[config.mk]
export PLATFORM = sky130hd
export DESIGN_NAME = oam_dma_ctrl
export DESIGN_NICKNAME = d
export VERILOG_FILES = /design/src/rtl/nes_bus_pkg.sv /design/src/rtl/oam_dma_ctrl.sv
export SDC_FILE = /design/constraint.sdc
export NUM_CORES = 1
export LEC_CHECK = 0
export ABC_AREA = 1
export ABC_CLOCK_PERIOD_IN_PS = 2350
export CORE_AREA = 4 4 71 105
export CTS_CLUSTER_DIAMETER = 150
export CTS_CLUSTER_SIZE = 28
export DETAILED_ROUTE_END_ITERATION = 6
export DIE_AREA = 0 0 75 109
export PLACE_DENSITY_LB_ADDON = 0.08
export SLEW_MARGIN = 20
export SYNTH_ARGS = -nofsm -noshare
export SYNTH_HDL_FRONTEND = slang
export SYNTH_SLANG_ARGS = --single-unit
[constraint.sdc]
create_clock -name clk -period 2.35 [get_ports clk]
set_input_delay 0.705 -clock clk [delete_from_list [all_inputs] [get_ports clk]]
set_output_delay 0.705 -clock clk [all_outputs]
set_load 0.05 [all_outputs]
[src/rtl/nes_bus_pkg.sv]
// nes_bus_pkg: shared CPU bus addresses and OAM DMA state encoding
package nes_bus_pkg;
  localparam logic [15:0] ADDR_SPR_RAM_DMA  = 16'h4014;
  localparam logic [15:0] ADDR_SPR_RAM_DATA = 16'h2004;
  typedef enum logic [2:0] {IDLE, ALIGN, ALIGN_ODD, READ, WRITE} dma_state_t;
endpackage

[src/rtl/oam_dma_ctrl.sv]
// oam_dma_ctrl: CPU bus pass-through that steals the bus for 256-byte sprite DMA
module oam_dma_ctrl
  import nes_bus_pkg::*;
#(
  parameter logic [15:0] DMA_REG_ADDR  = ADDR_SPR_RAM_DMA,
  parameter logic [15:0] OAM_DATA_ADDR = ADDR_SPR_RAM_DATA,
  parameter int          DMA_LEN       = 256
) (
  input  logic        clk,
  input  logic        b_rst,
  input  logic [15:0] cpu_addr,
  input  logic [7:0]  cpu_wdata,
  input  logic        cpu_ren,
  input  logic        cpu_wen,
  output logic [7:0]  cpu_rdata,
  output logic        cpu_rdy,
  output logic [15:0] mem_addr,
  output logic [7:0]  mem_wdata,
  output logic        mem_ren,
  output logic        mem_wen,
  input  logic [7:0]  mem_rdata,
  output logic        dma_busy
);
  dma_state_t state, nxt;
  logic [7:0] page, idx, latch;
  logic       par, trig, last, idle;
  assign idle = state == IDLE;
  assign trig = idle && cpu_wen && cpu_addr == DMA_REG_ADDR;
  assign last = idx == 8'(DMA_LEN - 1);
  // state, source pointer, data latch and free-running parity
  always_ff @(posedge clk) begin
    if (!b_rst) begin
      state <= IDLE;
      page  <= '0;
      idx   <= '0;
      latch <= '0;
      par   <= 1'b0;
    end else begin
      state <= nxt;
      par   <= ~par;
      if (trig) begin
        page <= cpu_wdata;
        idx  <= '0;
      end
      if (state == READ) latch <= mem_rdata;
      if (state == WRITE && !last) idx <= idx + 8'd1;
    end
  end
  // next state: an odd-parity ALIGN cycle costs one extra dead cycle
  always_comb begin
    nxt = state;
    case (state)
      IDLE:      nxt = trig ? ALIGN : IDLE;
      ALIGN:     nxt = par ? ALIGN_ODD : READ;
      ALIGN_ODD: nxt = READ;
      READ:      nxt = WRITE;
      WRITE:     nxt = last ? IDLE : READ;
      default:   nxt = IDLE;
    endcase
  end
  // bus mux: CPU owns the bus in IDLE, the DMA engine owns it otherwise
  always_comb begin
    cpu_rdy   = idle;
    dma_busy  = !idle;
    cpu_rdata = idle ? mem_rdata : 8'h00;
    mem_addr  = idle ? cpu_addr : state == READ ? {page, idx} : state == WRITE ? OAM_DATA_ADDR : 16'h0000;
    mem_wdata = idle ? cpu_wdata : state == WRITE ? latch : 8'h00;
    mem_ren   = idle ? cpu_ren : state == READ;
    mem_wen   = idle ? cpu_wen : state == WRITE;
  end
endmodule

Word level (Yosys, flattened, before mapping)
Cells that the tools add are included.
{ "word_totals": {"out_inout_bits": 36, "register_bits": 28, "elab_cells": 34} }
{ "classes": {"n_mux": 14, "add_sub_neg": 1, "bitwise": 1, "n_eq_ne": 6, "n_reduce_logical": 7} }
{ "op_table": {"columns": ["operator", "n"], "rows": [
  ["$mux W8", 5],
  ["$mux W16", 2],
  ["$eq A16 B15 Y1 const B", 1],
  ["$pmux W3 S5", 1],
  ["$mux W14", 1],
  ["$add A8 B1 Y8 const B", 1],
  ["$eq A8 B8 Y1 const B", 1],
  ["$eq A3 B2 Y1 const B", 2],
  ["$mux W1", 4],
  ["$eq A3 B1 Y1 const B", 1],
  ["$eq A3 B3 Y1 const B", 1],
  ["$logic_and A1 B1 Y1", 3],
  ["$logic_not A3 Y1", 1],
  ["$logic_not A1 Y1", 2],
  ["$mux W2", 1],
  ["$reduce_bool A2 Y1", 1],
  ["$not A1 Y1", 1]
]} }

Logic depth before layout (Yosys ltp)
{ "depth": {"depth_word": 5, "ltp_mapped": 9, "mapped_depth_nobuf": 8} }

Worst setup path after synthesis
Ideal clock, no wire load.
{ "synth_path": {"path_kind": "reg2out", "startpoint": "register state[1]", "endpoint": "output port mem_addr[10]", "path_buffers": 1, "required_ps": 1645, "path_stages_with_launch": 4, "setup_slack_ps": -228, "t_arrival_ps": 1873, "cell_sequence": "dfxtp_1 > nand3_1 > clkbuf_1 > o21ai_0"} }
{ "synth_via": {"elab_chain_len": 3} }
{ "synth_rtl": {"columns": ["element", "line_no", "text"], "rows": [
  ["start: declaration", "oam_dma_ctrl.sv:24", "dma_state_t state, nxt;"],
  ["start signal: assignment", "oam_dma_ctrl.sv:39", "state <= nxt;"],
  ["$eq A3 B2 Y1", "oam_dma_ctrl.sv:66", "mem_addr = idle ? cpu_addr : state == READ ? {page, idx} : state == WRITE ? OAM_DATA_ADDR : 16'h0000;"],
  ["$mux W16", "oam_dma_ctrl.sv:66", null],
  ["$mux W16 *", "oam_dma_ctrl.sv:66", null],
  ["end: declaration", "oam_dma_ctrl.sv:17", "output logic [15:0] mem_addr,"]
]} }
Every way passes the cells marked *; elsewhere a longest branch is shown, timed or not.

Final worst setup path
{ "layout_path": {"startpoint": "input port cpu_addr[4]", "endpoint": "output port mem_addr[4]"} }
{ "layout_via": {"elab_chain_len": 1} }
{ "layout_rtl": {"columns": ["element", "line_no", "text"], "rows": [
  ["start: declaration", "oam_dma_ctrl.sv:11", "input logic [15:0] cpu_addr,"],
  ["$mux W16", "oam_dma_ctrl.sv:66", null]
]} }
No other way between the ends.

==> metrics.yaml <==
layout:
  synthToLayoutAreaGrowth_pct: 81.8
  final_cell_count_no_fill: 392
  nets: 354
  drive_gt1_share_pct: 22.2
  diodes: 0
  postLayoutCoreUtil_pct: 44.2
  final_area_um2: 2880
global_routing:
  grt_max_degree: 17
  grt_pass1_vias: 1683
  grtUsageTotal_pct: 13.6
  grt_pass1_wl_um: 8520
  grt_overflow: 0
  antenna_found_initial: 0
timing:
  worst_slew_pin_slew_ps: 296
  setup_ws_ps: 29.1
  setup_violations: 0
  fin_crit_sh_pct: 98.8
  relSlewSlack_pct: 80.2
  whs_ps: 423
  fin_setup_tns_ps: 0
  fin_crit_ps: 2320
  maxSlewViolCount: 0
  hold_viol: 0
  fmax_mhz: 431
  fin_skew_ps: 10.4
routing:
  wl_um: 5250
  vias: 1720
  wl_per_cell_um: 13.4
  drc: 0
  first_pass_iters: 4
  via_per_inst: 4.39
  drtAntennaViolNets: 0
  drtIter0Drc: 61
worst_setup_path:
  arrival_ps: 1620
  end_kind: "output pin"
  reg2reg_slack_ps: 750
  start_kind: "primary input"
  path_max_fanout: 2
  worstSetupPathType: "primary input to output pin"
  crit_start: "cpu_addr[4]"
  worst_ep_required_time_ps: 1640
  timing.rr.start: "state[0]"
placement:
  dp_slack_ps: -64.7
  placed_area_um2: 2770
  dp_cells: 386
  gp_congestion: 0.759
  dp_hpwl_um: 4310
  io_buffers: 71
pwr:
  total_leakage_power_nw: 1.28
  ir_drop_uv: 183
  power_mw: 1.30
  power_density_nw_per_um2: 451
flow_run:
  maxCapViolCount: 0
synth:
  ys_types: 27
  seq_area_frac_synth_pct: 35.3
  synth_area_um2: 1590
  yosysWarnings: 0
  ys_ff_latch: 28
  synth_fp_nets: 275
  postSynthCellCount: 238
  syn_area_per_cell_um2: 6.67
floorplanning:
  die_h_um: 109
  die_area_um2: 8180
  die_w_um: 75
  initial_core_util_pct: 24.3
  rows: 36
  io_pins: 72
  core_um2: 6530
cts:
  cts.sinks: 28
  htreeDepth: 1
  cts_tree: "done"
  clk_pin_slew_ps: 90
  numCtsBuffers: 3
  cts_root_buffer: "clkbuf_8"
  cts_hold_buf: 0
  clock_latency_ps: 280
  cts_buffer_depth: 2
hold_path:
  holdCritStartpoint: "par"
  hold_path.class: "flip-flop to flip-flop"
run_status:
  status: "complete, no violations"
## layout make-up
| type | count | area [um^2] |
|---|---|---|
| inverter | 42 | 158 |
| fill | 673 | 3650 |
| multi-input combinational | 157 | 831 |
| sequential | 28 | 561 |
| clock inverter | 1 | 30.0 |
| clock buffer | 3 | 41.3 |
| tap | 76 | 95.1 |
| timing repair buffer | 85 | 1170 |
## metal layers
metal  global-route usage, %  wire [um]  vias to the layer above
met1                    16.9       2240                      754
met5                       0          0                        -
li1                        -          -                      925
met4                    3.82         55                        0
met3                    1.85        245                        4
met2                    24.0       2710                       37
## kinds of logic after synthesis
family / share of synthesized area (%)
fa+ha+maj: 0.789
flops: 35.3
compound gates: 23.3
simple gates: 25.0
buf+inv: 13.9
xor+xnor: 1.66
## registers in the layout, summed over array words and instances, names as in the netlist
signal and cells:
state 3, latch 8, idx 8, page 8, par 1
## critical path, stage by stage
cell and delay [ps]:
clkdlybuf4s50_1 460, inv_1 60, o21ai_1 220, buf_12 170
## timing repair
item / in CTS / in global routing
pin swaps: 1 / 2
endpoints found under the setup margin: 10 / 22
gates resized for setup: 6 / 14
buffers inserted: 0 / 2
hold endpoints to repair: 0 / 0
## path summary, 6_finish.rpt
path	end	cells after the start
max	mem_addr[4]	4
min	par	1
max reg2reg	page[7]	9
min reg2reg	par	1
## cell usage in the layout (no fill, tap or decap), types with 2 or more instances in the layout
cell,count
dfxtp_1,28
buf_12,35
nand2_1,39
inv_1,37
xor2_1,3
o21ai_1,19
a22o_1,9
o21ai_2,2
clkdlybuf4s50_1,33
nor2_4,2
clkbuf_8,3
a21oi_1,16
o21ai_0,12
nor2_1,30
buf_4,14
inv_2,5
nand3_1,11
o22ai_2,2
## synthesized netlist by cell type
cell      count  share of area (%)
xor2_1        3                1.7
nand2_2       1               0.39
a21oi_1      16                5.0
dfxtp_1      28                 35
o21ai_0      24                7.6
nand3b_1      1               0.47
nor2_2        1               0.39
clkbuf_1      4               0.95
buf_6         2                1.4
o21a_1        1               0.47
nand2_4       1               0.71
ha_1          1               0.79
a22o_1        9                5.0
nand4_1       1               0.39
nand3_1      12                3.8
nand3_4       1                1.1
buf_2         5                1.6
inv_1        38                9.0
inv_2         4               0.95
nor2_4        2                1.4
a32o_1        1               0.63
a221o_1       1               0.63
o22ai_1       2               0.79
nor2_1       30                7.1
nand2_1      39                9.2
o21ai_1       9                2.8
a31oi_1       1               0.39
## report_power, final
| group | switching [mW] | internal, mW |
|---|---|---|
| logic | 0.220 | 0.217 |
| clock network | 0.158 | 0.228 |
| registers | 0.00106 | 0.476 |
(Power assumes the default switching activity.)
